==> config.mk <==
export PLATFORM = sky130hd
export DESIGN_NAME = extra_slot_scheduler
export DESIGN_NICKNAME = d
export VERILOG_FILES = /design/src/rtl/extra_slot_scheduler.sv
export SDC_FILE = /design/constraint.sdc
export NUM_CORES = 1
export LEC_CHECK = 0
export BUFFER_PORTS_ARGS = -buffer_cell sky130_fd_sc_hd__buf_2
export CORE_MARGIN = 3
export CORE_UTILIZATION = 50
export DETAILED_ROUTE_END_ITERATION = 10
export GPL_TIMING_DRIVEN = 0
export PLACE_DENSITY_LB_ADDON = 0.3
export SETUP_SLACK_MARGIN = 0.5
export SYNTH_ARGS = -nofsm -noshare
export SYNTH_HDL_FRONTEND = slang
export SYNTH_SLANG_ARGS = --single-unit
==> constraint.sdc <==
create_clock -name clk -period 3.35 [get_ports clk]
set_input_delay 0.67 -clock clk [delete_from_list [all_inputs] [get_ports clk]]
set_output_delay 0.67 -clock clk [all_outputs]
set_load 0.03 [all_outputs]
==> src/rtl/extra_slot_scheduler.sv <==
// Request/grant arbiter for the shared third bus cycle of each 4-cycle memory frame.
// Urgent requesters are forced in after MAX_WAIT lost decisions; otherwise round-robin.
module extra_slot_scheduler #(
  parameter int              NREQ     = 4,
  parameter logic [NREQ-1:0] URGENT   = 4'b0100,
  parameter int              MAX_WAIT = 3,
  parameter int              WCW      = 2
) (
  input  logic                 clk,
  input  logic                 rst_n,
  input  logic                 clk8_en_p_i,
  input  logic [1:0]           busCycle_i,
  input  logic                 memoryLatch_i,
  input  logic [NREQ-1:0]      req_i,
  input  logic [NREQ*22-1:0]   reqAddr_i,
  output logic [NREQ-1:0]      grant_o,
  output logic [NREQ-1:0]      done_o,
  output logic [21:0]          slotAddr_o,
  output logic                 slotActive_o,
  output logic [15:0]          idleSlots_o
);

  localparam int AW = 22;
  localparam int PW = (NREQ > 1) ? $clog2(NREQ) : 1;

  logic [NREQ-1:0] grant_q, grant_d;
  logic [NREQ-1:0] done_q, done_d;
  logic [AW-1:0]   slotAddr_q, slotAddr_d;
  logic [15:0]     idleSlots_q, idleSlots_d;
  logic [PW-1:0]   rrPtr_q, rrPtr_d;
  logic [WCW-1:0]  waitCnt_q [NREQ];
  logic [WCW-1:0]  waitCnt_d [NREQ];
  logic            doneSent_q, doneSent_d;

  logic            decision;
  logic            slotEnd;
  logic            anyReq;
  logic            forcedHit;
  logic [PW-1:0]   forcedIdx;
  logic [PW-1:0]   rrIdx;
  logic [PW-1:0]   winIdx;

  assign decision = clk8_en_p_i && (busCycle_i == 2'b01);
  assign slotEnd  = memoryLatch_i && (busCycle_i == 2'b10) && !doneSent_q;
  assign anyReq   = |req_i;

  // Descending loops so the last hit written is the lowest index / nearest to rrPtr.
  always_comb begin
    logic [PW-1:0] cand;
    forcedHit = 1'b0;
    forcedIdx = '0;
    rrIdx     = '0;
    cand      = '0;
    for (int i = NREQ - 1; i >= 0; i--) begin
      if (URGENT[i] && req_i[i] && (waitCnt_q[i] >= WCW'(MAX_WAIT))) begin
        forcedHit = 1'b1;
        forcedIdx = PW'(i);
      end
    end
    for (int k = NREQ - 1; k >= 0; k--) begin
      cand = PW'((int'(rrPtr_q) + k) % NREQ);
      if (req_i[cand]) begin
        rrIdx = cand;
      end
    end
  end

  assign winIdx = forcedHit ? forcedIdx : rrIdx;

  always_comb begin
    grant_d     = grant_q;
    slotAddr_d  = slotAddr_q;
    idleSlots_d = idleSlots_q;
    rrPtr_d     = rrPtr_q;
    waitCnt_d   = waitCnt_q;
    done_d      = slotEnd ? grant_q : '0;
    doneSent_d  = doneSent_q | slotEnd;
    if (decision) begin
      doneSent_d = 1'b0;
      if (anyReq) begin
        grant_d    = {{(NREQ-1){1'b0}}, 1'b1} << winIdx;
        slotAddr_d = reqAddr_i[int'(winIdx)*AW +: AW];
        for (int i = 0; i < NREQ; i++) begin
          if (PW'(i) == winIdx) begin
            waitCnt_d[i] = '0;
          end else if (req_i[i] && (waitCnt_q[i] != '1)) begin
            waitCnt_d[i] = waitCnt_q[i] + 1'b1;
          end
        end
        if (!forcedHit) begin
          rrPtr_d = (winIdx == PW'(NREQ - 1)) ? '0 : winIdx + 1'b1;
        end
      end else begin
        grant_d    = '0;
        slotAddr_d = '0;
        if (idleSlots_q != 16'hFFFF) begin
          idleSlots_d = idleSlots_q + 16'd1;
        end
      end
    end else if (clk8_en_p_i) begin
      // Any other clk8 edge ends the extra cycle, including out-of-order busCycle jumps.
      grant_d    = '0;
      slotAddr_d = '0;
    end
  end

  always_ff @(posedge clk or negedge rst_n) begin
    if (!rst_n) begin
      grant_q     <= '0;
      done_q      <= '0;
      slotAddr_q  <= '0;
      idleSlots_q <= '0;
      rrPtr_q     <= '0;
      doneSent_q  <= 1'b0;
      for (int i = 0; i < NREQ; i++) begin
        waitCnt_q[i] <= '0;
      end
    end else begin
      grant_q     <= grant_d;
      done_q      <= done_d;
      slotAddr_q  <= slotAddr_d;
      idleSlots_q <= idleSlots_d;
      rrPtr_q     <= rrPtr_d;
      doneSent_q  <= doneSent_d;
      for (int i = 0; i < NREQ; i++) begin
        waitCnt_q[i] <= waitCnt_d[i];
      end
    end
  end

  assign grant_o      = grant_q;
  assign done_o       = done_q;
  assign slotAddr_o   = slotAddr_q;
  assign slotActive_o = |grant_q;
  assign idleSlots_o  = idleSlots_q;

endmodule
### Word level (Yosys, flattened, before mapping)

Cells that the tools add are included.

| word-level totals | value |
|---|---|
| output and inout port bits | 47 |
| input port bits | 98 |
| bits in writable memories | 0 |
| memory bits (read-only) | 0 |
| memories | 0 |
| latch bits | 0 |
| register bits | 51 |

| operators by class | value |
|---|---|
| bitwise gates (word level) | 3 |
| eq/ne operators | 6 |
| order comparisons | 5 |
| mux-type cells | 26 |
| add/subtract/negate cells | 6 |
| shifts and indexed selects | 2 |
| reduce and logical (&&, ||, !) cells | 13 |
| div/mod/pow operators | 0 |
| multiply operators | 1 |

Operators by type and width:

| operator | number |
|---|---|
| indexed part select 88 x 8 -> 22 bit | 1 |
| two-way mux 22 bit | 3 |
| two-way mux 2 bit | 9 |
| adder 16 x 1 -> 16 bit, second input constant | 1 |
| two-way mux 4 bit | 4 |
| != test 16 bit, second input constant | 1 |
| less-than comparator 2 x 3 -> 1 bit, second input constant | 4 |
| AND reduction 3 bit | 3 |
| binary-select mux 1 bit (select 2 bit) | 4 |
| OR reduction 4 bit | 2 |
| adder 2 x 1 -> 2 bit, second input constant | 3 |
| multiplier 2 x 4 -> 6 bit, second input constant | 1 |
| two-way mux 1 bit | 6 |
| logical AND 1 bit | 5 |
| adder 2 bit, second input constant | 2 |
| == test 2 bit, second input constant | 2 |
| nonzero test 2 bit | 2 |
| << shifter 1 x 2 -> 4 bit, first input constant | 1 |
| == test 2 x 1 -> 1 bit, second input constant | 1 |
| == test 2 bit, first input constant | 1 |
| greater-or-equal comparator 2 bit, second input constant | 1 |
| != test 2 bit, second input constant | 1 |
| NOT 1 bit | 2 |
| logical NOT 1 bit | 1 |
| OR 1 bit | 1 |

### Depth between registers and ports, before layout

Gate-level depths: netlist of run 1.

| logic depth | value |
|---|---|
| word-level depth | 12 |
| gate-level depth with buffers | 9 |
| depth with buffers taken out | 7 |

### Worst setup path before layout of run 1

OpenSTA, ideal clock, no wires.

| timing path | value |
|---|---|
| path kind | in2reg |
| from | input req_i[2] |
| to | register grant_q[2], in the netlist grant_o[2] |
| setup slack | 1.454 ns |
| required time | 3.218 ns |
| data arrival time | 1.764 ns |
| stages | 9 |
| path through | mux2i_1 o22ai_1 a211oi_2 buf_6 buf_12 inv_2 ha_1 nand2_1 o21ai_0 |

| on the way | value |
|---|---|
| longest elaborated chain between the ends | 10 |
| elaborated cells on any way between the ends | 20 |
| those cells by class | 1 x shift; 17 x mux; 2 x reduce/logical |

Ends and longest elaborated chain:

| element | RTL line | text |
|---|---|---|
| from (decl) | 14 | `input logic [NREQ-1:0] req_i,` |
| binary-select mux 1 bit (select 2 bit) | 62 | `if (req_i[cand]) begin` |
| two-way mux 1 bit (not written as such) | 62 |  |
| two-way mux 2 bit (4 in a row) | 62 |  |
| two-way mux 2 bit | 68 | `assign winIdx = forcedHit ? forcedIdx : rrIdx;` |
| << shifter 1 x 2 -> 4 bit | 81 | `grant_d = {{(NREQ-1){1'b0}}, 1'b1} << winIdx;` |
| two-way mux 4 bit (*) | 80 | `if (anyReq) begin` |
| two-way mux 4 bit (*) | 78 | `if (decision) begin` |
| to (signal assigned) | 119 | `grant_q <= grant_d;` |
| to (decl) | 26 | `logic [NREQ-1:0] grant_q, grant_d;` |

Every way passes the cells marked *; elsewhere a longest branch is shown, timed or not. The select of a mux whose other input is x is not followed.
A chain may end at the register's enable or synchronous reset.

### Final worst setup path of run 1

Ends and elaborated chain as after synthesis.

==> results_dict.tcl, run 1 <==
set metrics [dict create \
    pin_count 145 \
    maxCapViolations 0 \
    cts.clk_slew.worst_paths_ps 90 \
    rr_startpoint "rrPtr_q[1]$_DFFE_PN0P_" \
    synthMuxAreaShare 0.151 \
    synth_commonest_cells "dfrtp_1, mux2i_1, nand2b_1, nand2_1, xnor2_1" \
    first_iter_violations 99 \
    clock-sinks 51 \
    end_kind "register" \
    sw_frac_of_total 0.379 \
    synth_top_family_by_area "simple AND/OR/NAND/NOR gates" \
    rr_worst_depth 9 \
    status "finished clean" \
    fin_crit_ps 1970 \
    criticalPathCategory "in -> reg" \
    numCtsBuffers 5 \
    num_rows 27 \
    synth-seq-cells 51 \
    seq_power_share 0.359 \
    num-nets-final 523 \
    crit_family "buffers and inverters" \
    slowest_delay_ps 240 \
    synth_top_cell_area_share 0.419 \
    syn_avg_cell_area_um2 11.3 \
    r2r_slack_ps 1410 \
    cts_tree "yes" \
    clk_latency_ps 290 \
    syn_to_final_growth_pct 29.7 \
    p_switching_uw 808 \
    synth_ff_type "dfrtp_1" \
    worst_path_max_delay_cell "a211oi_2" \
    antenna_found_initial 0 \
    cts_max_level 2 \
    postCtsSetupBuffers 0 \
    startpoint_type "primary input" \
    vias 2644 \
    tightest_slew_ps 1110 \
    gp_congestion 0.807 \
    grt_pass1_wl_um 12700 \
    antenna-diode-count 0 \
    yosysWarnings 0 \
    synth_edf_count 0 \
    ys_seq_area_frac 0.419 \
    io_buffer_count 143 \
    yosys.area_share.simple 0.175 \
    synthAdderAreaFrac 0.0246 \
    ant_nets 0 \
    die_w_um 84.1 \
    peakVddDrop_mv 0.271 \
    r2r-end "grant_o[2]$_DFFE_PN0P_" \
    die_height_um 84.1 \
    dp_hpwl_um 6170 \
    internal_power_uw 1320 \
    worstPathCellList "buf_2 > mux2i_1 > o22ai_1 > a211oi_2 > buf_6 > buf_12 > inv_2 > ha_1 > nand2_1 > o21ai_0" \
    grt_pass1_vias 2650 \
    totalPowerFinal_uw 2130 \
    cp_num_buf_inv 4 \
    cts_buffer_depth 2 \
    crit_required_ps 3520 \
    syn_area_um2 3050 \
    start_util 0.534 \
    grt.total_usage 0.219 \
    min_to "slotAddr_o[4]$_DFFE_PN0P_" \
    fin_skew_ps 3.53 \
    max_slew_margin 0.260 \
    syn_inst 269 \
    synth_xor_area_frac 0.0402 \
    hold_viol 0 \
    synth-compound-area-share 0.131 \
    setup_tns_ps 0 \
    cts_hold_buf 0 \
    first_pass_iters 4 \
    grt_max_degree 52 \
    worstPathMaxFanout 11 \
    postRouteWirelength_um 7900 \
    yosysMostFrequentCell "dfrtp_1" \
    dieArea_um2 7070 \
    setup_viol 0 \
    cts-root-buf "clkbuf_8" \
    wl_per_cell_um 16.1 \
    report.final.slew_viol_count 0 \
    synth_area_leader_cell "dfrtp_1" \
    min_from "slotAddr_o[4]$_DFFE_PN0P_" \
    gr-total-overflow 0 \
    drc 0 \
    final_layout_size_suffix_gt1_frac 0.438 \
    cts_resized 0 \
    yosysUniqueCellTypes 40 \
    rsz0062_at_grt "false" \
    fp.coreArea_um2 5710 \
    timing.fmax_ghz 0.506 \
    powerDensity_nw_per_um2 539 \
    power_frac_comb 0.462 \
    power_frac_clock 0.179 \
    syn_nets 373 \
    yosys-top-cells-area "dfrtp_1, mux2i_1, nand2b_1" \
    hp-class "reg -> reg" \
    async_flop_share 1.00 \
    fin_crit_sh 0.590 \
    min_path_cells 2 \
    vias_per_cell 5.37 \
    arrival_ps 2150 \
    cellLeakagePower_uw 0.00203 \
    crit_start "req_i[2]" \
]
cells in the final DEF (no fill, tap or decap), drive strengths merged, types with 3 or more instances in the layout:
cell type / Yosys / final
dfrtp: 51 / 51
nand2: 18 / 18
and2: 4 / 4
xnor2: 12 / 12
a21oi: 9 / 9
nor3: 6 / 6
nand2b: 27 / 27
mux2i: 45 / 45
o221ai: 22 / 22
inv: 11 / 11
nor2: 8 / 8
nor4: 3 / 3
nand3: 5 / 5
o21ai: 7 / 7
buf: 10 / 153
nand4: 9 / 9
ha: 6 / 6
clkbuf: 1 / 9
tightest hold or removal path, cell delays in order (launching register included):
cell and delay [ps]:
dfrtp_1 350, nand2b_1 50, o221ai_1 60
power by group through the flow:
stage                     Clock (uW)  Sequential (uW)  Combinational [uW]
final                            381              765                 984
after global routing             415              774                1060
after CTS                        388              763                 991
after detailed placement           0              775                 988
after global placement             0              769                 972
after floorplan                    0              893                 608
state kept, by name (all words and copies together) (netlist names):
name	count
doneSent_q	1
done_o	4
grant_o	4
idleSlots_o	16
rrPtr_q	2
slotAddr_o	22
waitCnt_q	2
stage by stage:
step                hold WS (ps)  worst slack (ps)  area [um2]   util  std cells
finish                       497              1380        3960  0.693        492
CTS                          503              1360        3960  0.693        492
global placement             474              1060        3850  0.675        484
detailed placement           482              1050        3850  0.675        484
global route                 531              1220        3960  0.693        492
floorplan                    374              1450        3050      -        269
how the worst max path moves through the flow:
stage                                 endpoint  slack, ps  depth (start not counted)
finish                  grant_o[2]$_DFFE_PN0P_       1380                         10
detailed placement      grant_o[2]$_DFFE_PN0P_       1050                         10
global placement    slotAddr_o[17]$_DFFE_PN0P_       1060                          8
global route            grant_o[2]$_DFFE_PN0P_       1220                         10
floorplan               grant_o[2]$_DFFE_PN0P_       1450                          9
CTS                     grant_o[2]$_DFFE_PN0P_       1360                         10
cell type report:
| cell class | count | area (um2) |
|---|---|---|
| plain buffers | 12 | 138 |
| clock buffers | 8 | 100 |
| fillers | 465 | 1750 |
| inverters | 11 | 41.3 |
| multi-input cells | 195 | 1590 |
| flip-flops and latches | 51 | 1280 |
| well taps | 72 | 90.1 |
| repair buffers | 143 | 716 |
logic make-up (layout without fill, tap and decap cells):
| logic type | Yosys count | in the layout |
|---|---|---|
| AND/OR/NAND/NOR | 85 | 85 |
| AO/OA/AOI/OAI | 44 | 44 |
| adder cells (fa/ha/maj) | 6 | 6 |
| multiplexers | 46 | 46 |
| XOR/XNOR | 14 | 14 |
| buffers and inverters | 23 | 174 |
| flip-flops | 51 | 51 |
routing by layer:
layer	up-vias	global-route usage	part of all wire
li1	1285	-	-
met1	1246	0.272	0.41
met2	105	0.385	0.51
met3	8	0.0484	0.069
met4	0	0.0570	0.010
met5	-	0	0
No activity file was read; power rests on OpenSTA's default activity.
==> run 2, diff against run 1 <==
--- a/config.mk
+++ b/config.mk
@@ -5,9 +5,10 @@
 export SDC_FILE = /design/constraint.sdc
 export NUM_CORES = 1
 export LEC_CHECK = 0
+export ABC_AREA = 1
 export BUFFER_PORTS_ARGS = -buffer_cell sky130_fd_sc_hd__buf_2
 export CORE_MARGIN = 3
-export CORE_UTILIZATION = 50
+export CORE_UTILIZATION = 43
 export DETAILED_ROUTE_END_ITERATION = 10
 export GPL_TIMING_DRIVEN = 0
 export PLACE_DENSITY_LB_ADDON = 0.3
==> constraint.sdc (replaced) <==
create_clock -name clk -period 1.6 [get_ports clk]
set_input_delay 0.32 -clock clk [delete_from_list [all_inputs] [get_ports clk]]
set_output_delay 0.32 -clock clk [all_outputs]
set_load 0.03 [all_outputs]
==> run 2 against run 1 <==
- cell area is 37% higher
- clock power grew to 2.6 times the previous value
- combinational power grew to 7.5 times the previous value
- sequential share of layout area is 8.3 points lower
- non-clock buffer count is 69 higher
- register-to-register slack worse by 1900 ps
- via count is 61% higher
- largest cell class unchanged
- die area is 21% higher
- wire length is 79% higher
- synthesized cell count is 60% higher
- first-iteration DRC count grew to 4.4 times the previous value
- the run now ends with negative setup slack left
==> results_dict.tcl, run 2 <==
set metrics [dict create \
    status "finished with violations" \
    failed_checks "negative setup slack" \
    final_common_cell "nand2_1" \
    die_w_um 92.3 \
    num_rows 30 \
    syn_to_final_growth_pct 68.5 \
    yosysWarnings 0 \
    whs_ps 83.6 \
    hp-class "in -> async" \
    criticalPathCategory "reg -> reg" \
    largest_reg_flops 22 \
    ys_seq_area_frac 0.398 \
    syn_avg_cell_area_um2 7.44 \
    worstPathMaxFanout 8 \
    cp_num_buf_inv 4 \
    layout_common_cells "nand2_1, buf_2, nand3_1, buf_6, nand4_1" \
    fp.coreArea_um2 7020 \
    dieArea_um2 8530 \
    numCtsBuffers 5 \
    grt_use_met3 0.0512 \
    setup_viol 36 \
    cts_max_level 2 \
    syn_area_um2 3210 \
    cts-root-buf "clkbuf_8" \
    drc 0 \
    fill_cells 432 \
    multi_input_area_um2 2020 \
    synth_edf_count 0 \
    grt_pass1_wl_um 19700 \
    grt.total_usage 0.289 \
    fin_skew_ps 11.6 \
    worstPathCellList "buf_6 > inv_8 > nand2_2 > nand2_2 > nand2_2 > nand2_4 > nand2_4 > nand3_4 > nand3_4 > buf_12 > buf_4 > nand2_1 > nand3_1 > nand3_2 > nand2_1" \
    final_layout_size_suffix_gt1_frac 0.499 \
    dp_hpwl_um 7900 \
    clock-sinks 51 \
    busiest_layer "met2" \
    r2r_slack_ps -500 \
    grt_util_met2 0.515 \
    cts_buffer_depth 2 \
    crit_family "simple AND/OR/NAND/NOR gates" \
    dp_cells 671 \
    max_slew_margin 0.500 \
    antenna_found_initial 0 \
    cellLeakagePower_uw 0.00287 \
    fin_crit_sh 1.31 \
    powerDensity_nw_per_um2 1890 \
    postRouteWirelength_um 14100 \
    fin_crit_ps 2100 \
    ff_latch_area_um2 1290 \
    tightest_slew_ps 750 \
    vias_per_cell 5.82 \
    syn_nets 535 \
    place_ws_ps -488 \
    rsz0062_at_grt "true" \
    hold_viol 0 \
    first_iter_violations 431 \
    slowest_delay_ps 440 \
    cts_tree "yes" \
    peakVddDrop_mv 1.16 \
    rr_startpoint "rrPtr_q[0]$_DFFE_PN0P_" \
    synth_ff_type "dfrtp_1" \
    yosysMostFrequentCell "nand2_1" \
    grt_pass1_vias 3977 \
    first_pass_iters 7 \
    startpoint_type "register" \
    pin_count 145 \
    setup_tns_ps -11640 \
    clk_latency_ps 310 \
    end_kind "register" \
    arrival_ps 2310 \
    num-nets-final 740 \
    timing.fmax_ghz 0.475 \
    worst_path_max_delay_cell "dfrtp_1" \
    crit_top_cell "nand2_2" \
    yosysUniqueCellTypes 32 \
    grt_max_degree 52 \
    met1_usage 0.345 \
    syn_inst 431 \
    maxCapViolations 0 \
    cts.clk_slew.worst_paths_ps 100 \
    synth_area_leader_cell "dfrtp_1" \
    async_flop_share 1.00 \
    gr-total-overflow 0 \
    die_height_um 92.3 \
    report.final.slew_viol_count 0 \
    synth_top_cell_area_share 0.398 \
    synth-seq-cells 51 \
    gp_congestion 0.914 \
    yosys-top-cells-area "dfrtp_1, nand2_1, nand3_1" \
    fin_ws_ps -503 \
    wl_per_cell_um 19.2 \
    rr_worst_depth 15 \
    r2r-end "slotAddr_o[12]$_DFFE_PN0P_" \
    vias 4270 \
    fin_util 0.769 \
    synth_commonest_cells "nand2_1, nand3_1, dfrtp_1, nand4_1, inv_1" \
    final_cells 734 \
    start_util 0.457 \
    crit_required_ps 1800 \
    ant_nets 0 \
    io_buffer_count 144 \
]
==> run 2: changes by cell type after synthesis, moves of 12 or more <==
cell,previous run,this run
nand2_1,15,133
nand4_1,7,49
mux2i_1,45,0
nand2b_1,27,0
nand3_1,5,79
inv_1,9,21
==> run 2: stage by stage <==
step / power (uW) / cell area [um2]
3_5_place_dp: 6890 / 4190
5_1_grt: 10700 / 5400
6_report: 10200 / 5400
4_1_cts: 9230 / 5140
3_3_place_gp: 6780 / 4190
2_1_floorplan: 5590 / 3350
==> run 2: worst max-delay path by stage <==
stage / startpoint / to / slack [ps] / depth (start not counted)
detailed placement: rrPtr_q[0]$_DFFE_PN0P_ / waitCnt_q[2]$_DFFE_PN0P_ / -490 / 16
global placement: rrPtr_q[0]$_DFFE_PN0P_ / waitCnt_q[3]$_DFFE_PN0P_ / -410 / 17
floorplan: rrPtr_q[0]$_DFFE_PN0P_ / waitCnt_q[2]$_DFFE_PN0P_ / -250 / 15
CTS: rrPtr_q[0]$_DFFE_PN0P_ / waitCnt_q[2]$_DFFE_PN0P_ / -300 / 14
finish: rrPtr_q[0]$_DFFE_PN0P_ / slotAddr_o[12]$_DFFE_PN0P_ / -500 / 15
global route: rrPtr_q[0]$_DFFE_PN0P_ / slotAddr_o[11]$_DFFE_PN0P_ / -580 / 16
==> run 2: per-layer routing <==
| metal | wire length [um] | up-vias |
|---|---|---|
| met5 | 0 | - |
| met4 | 800 | 0 |
| met3 | 1420 | 82 |
| met2 | 6940 | 355 |
| met1 | 4960 | 1959 |
| li1 | - | 1874 |
==> run 2: worst reg2reg max path, cell delays in order (launching register included) <==
cell	delay, ps
dfrtp_1	440
buf_6	170
inv_8	80
nand2_2	50
nand2_2	100
nand2_2	80
nand2_4	90
nand2_4	60
nand3_4	120
nand3_4	110
buf_12	160
buf_4	140
nand2_1	60
nand3_1	140
nand3_2	140
nand2_1	80
==> run 2: cells by family (layout without fill, tap and decap cells) <==
group                      Yosys count  count (layout)  synth area share
and+or+nand+nor                    294             294             0.439
DFF                                 51              51             0.398
other                                0               1                 0
xor gates and xnor gates            15              15            0.0410
buffers and inverters               53             259            0.0785
adders and majority gates            6               6            0.0234
AOI/OAI and AO/OA                   12              12            0.0199
==> run 2: timing repair <==
item / 4_1_cts / 5_1_grt
endpoints found under the hold margin: 0 / 0
gates resized for setup: 167 / 32
endpoints found under the setup margin: 93 / 144
setup buffers: 36 / 17
cloned: 1 / 0
hold buffers: 0 / 0
pin swaps: 30 / 26
==> run 2: final cells by class <==
cell class	count	area share
Antenna cell	1	0.000463
Multi-Input combinational cell	327	0.374
Sequential cell	51	0.240
Tap cell	96	0.0222
Buffer	26	0.0410
Clock buffer	6	0.0153
Timing Repair Buffer	198	0.277
Inverter	27	0.0234
Clock inverter	2	0.00718
==> run 2: report_power, final <==
part	switching, uW	leakage, uW	internal, uW
Combinational	4230	0.00216	3170
Clock	477	0.0000618	516
Sequential	258	0.000647	1570
Total	4970	0.00287	5250
==> run 3, diff against run 2 <==
--- a/config.mk
+++ b/config.mk
@@ -7,11 +7,13 @@
 export LEC_CHECK = 0
 export ABC_AREA = 1
 export BUFFER_PORTS_ARGS = -buffer_cell sky130_fd_sc_hd__buf_2
+export CELL_PAD_IN_SITES_DETAIL_PLACEMENT = 0
+export CELL_PAD_IN_SITES_GLOBAL_PLACEMENT = 2
 export CORE_MARGIN = 3
-export CORE_UTILIZATION = 43
+export CORE_UTILIZATION = 22
 export DETAILED_ROUTE_END_ITERATION = 10
 export GPL_TIMING_DRIVEN = 0
-export PLACE_DENSITY_LB_ADDON = 0.3
+export PLACE_DENSITY = 0.84
 export SETUP_SLACK_MARGIN = 0.5
 export SYNTH_ARGS = -nofsm -noshare
 export SYNTH_HDL_FRONTEND = slang
==> run 3 against run 2 <==
- the flow still finishes with violations (negative setup slack)
- via count decreased by 11%
- largest power group unchanged
- first-iteration DRC count decreased by 55%
- count of clock-buffer cells in the layout decreased by 1
- combinational power decreased by 5.9%
- highest routed layer unchanged
- register-to-register slack improved by 170 ps
- clock skew about the same
- non-clock buffer count decreased by 3
- die area increased by 88%
- clock power increased by 14%
==> results_dict.tcl, run 3 (synthesis results as in run 2) <==
set metrics [dict create \
    status "finished with violations" \
    failed_checks "negative setup slack" \
    final_common_cell "nand2_1" \
    powerDensity_nw_per_um2 1810 \
    antenna_found_initial 0 \
    final_layout_size_suffix_gt1_frac 0.497 \
    cts_tree "yes" \
    postRouteWirelength_um 12800 \
    cts.clk_slew.worst_paths_ps 80 \
    peakVddDrop_mv 0.715 \
    cellLeakagePower_uw 0.00282 \
    criticalPathCategory "reg -> reg" \
    report.final.slew_viol_count 0 \
    die_height_um 127 \
    maxCapViolations 0 \
    r2r_slack_ps -330 \
    dp_hpwl_um 9060 \
    rsz0062_at_grt "true" \
    multi_input_area_um2 2000 \
    hp-class "in -> async" \
    crit_family "simple AND/OR/NAND/NOR gates" \
    cts_hold_buf 0 \
    grt_pass1_vias 3893 \
    worstPathMaxFanout 8 \
    largest_reg_flops 22 \
    ff_latch_area_um2 1300 \
    grt_max_degree 52 \
    hold_viol 0 \
    wl_per_cell_um 15.7 \
    pin_count 145 \
    numCtsBuffers 5 \
    max_slew_margin 0.546 \
    setup_tns_ps -7520 \
    num-nets-final 737 \
    io_buffer_count 144 \
    crit_required_ps 1830 \
    dieArea_um2 16100 \
    vias_per_cell 4.67 \
    end_kind "register" \
    fill_cells 1440 \
    timing.fmax_ghz 0.517 \
    num_rows 43 \
    whs_ps 61.1 \
    arrival_ps 2170 \
    slowest_delay_ps 410 \
    antenna-diode-count 0 \
    drc 0 \
    start_util 0.228 \
    fp.coreArea_um2 14000 \
    cp_num_buf_inv 6 \
    startpoint_type "register" \
    worstPathCellList "buf_6 > inv_8 > nand2_2 > nand2_2 > o21ai_0 > and3b_2 > nor2_4 > inv_4 > buf_12 > ha_4 > inv_4 > buf_4 > nand3_1 > nand2_1" \
    setup_viol 31 \
    fin_skew_ps 12.1 \
    cts_buffer_depth 2 \
    layout_common_cells "nand2_1, buf_2, nand3_1, buf_6, nand4_1" \
    fin_crit_sh 1.21 \
    syn_to_final_growth_pct 71.0 \
    die_w_um 127 \
    fin_crit_ps 1930 \
    first_pass_iters 6 \
    cts_max_level 2 \
    clk_latency_ps 300 \
    cts-root-buf "clkbuf_16" \
    fin_ws_ps -333 \
    rr_worst_depth 14 \
    grt_pass1_wl_um 20000 \
    r2r-end "waitCnt_q[3]$_DFFE_PN0P_" \
    worst_path_max_delay_cell "dfrtp_1" \
    first_iter_violations 196 \
    vias 3800 \
    gp_congestion 0.763 \
    ant_nets 0 \
    gr-total-overflow 0 \
    rr_startpoint "rrPtr_q[0]$_DFFE_PN0P_" \
    tightest_slew_ps 681 \
    grt.total_usage 0.152 \
    clock-sinks 51 \
]
[run 3: changes by cell type in the layout (fill, tap and decap cells not counted), moves of 3 or more]
cell / change
o21ai_1: -3
clkbuf_16: +5
clkbuf_8: -7
buf_4: -7
buf_6: +4
[run 3: what timing repair did]
action	in CTS	in global routing
gates resized for setup	174	23
buffers inserted	33	17
setup endpoints to repair	102	93
cloned	1	0
pin swaps	31	14
[run 3: metal layers]
metal / up-vias / part of all wire / GRT usage / routed length, um
met2: 102 / 0.50 / 0.266 / 6400
met3: 8 / 0.067 / 0.0417 / 852
met4: 0 / 0.010 / 0.0265 / 131
met5: - / 0 / 0 / 0
li1: 1860 / - / - / -
met1: 1830 / 0.42 / 0.190 / 5380
[run 3: worst max-delay path by stage]
stage | startpoint | endpoint | cells after the start
6_report | rrPtr_q[0]$_DFFE_PN0P_ | waitCnt_q[3]$_DFFE_PN0P_ | 14
3_3_place_gp | rrPtr_q[0]$_DFFE_PN0P_ | waitCnt_q[3]$_DFFE_PN0P_ | 17
3_5_place_dp | rrPtr_q[0]$_DFFE_PN0P_ | waitCnt_q[3]$_DFFE_PN0P_ | 17
2_1_floorplan | rrPtr_q[0]$_DFFE_PN0P_ | waitCnt_q[2]$_DFFE_PN0P_ | 15
4_1_cts | rrPtr_q[0]$_DFFE_PN0P_ | waitCnt_q[2]$_DFFE_PN0P_ | 15
5_1_grt | rrPtr_q[0]$_DFFE_PN0P_ | waitCnt_q[2]$_DFFE_PN0P_ | 15
[run 3: per-stage QoR]
stage          instances  cell area [um2]  setup WS (ps)   util  total power, uW
3_3_place_gp         755             4290           -471  0.306             7100
4_1_cts              797             5270           -311  0.375             9770
2_1_floorplan        431             3350           -249      -             5590
5_1_grt              814             5480           -467  0.390            10700
3_5_place_dp         755             4290           -500  0.306             7110
6_report             814             5480           -333  0.390             9900
[run 3: final cells by class]
class,count,share of cell area
repair buffers,195,0.268
multi-input cells,327,0.365
clock buffers,5,0.0228
well taps,180,0.0411
plain buffers,26,0.0397
flip-flops and latches,51,0.236
inverters,27,0.0226
clock inverters,3,0.00502
[run 3: report_power, final]
| group | switching, uW | total (uW) | internal [uW] |
|---|---|---|---|
| Clock | 536 | 1130 | 595 |
| Sequential | 242 | 1810 | 1570 |
| Combinational | 3930 | 6960 | 3030 |
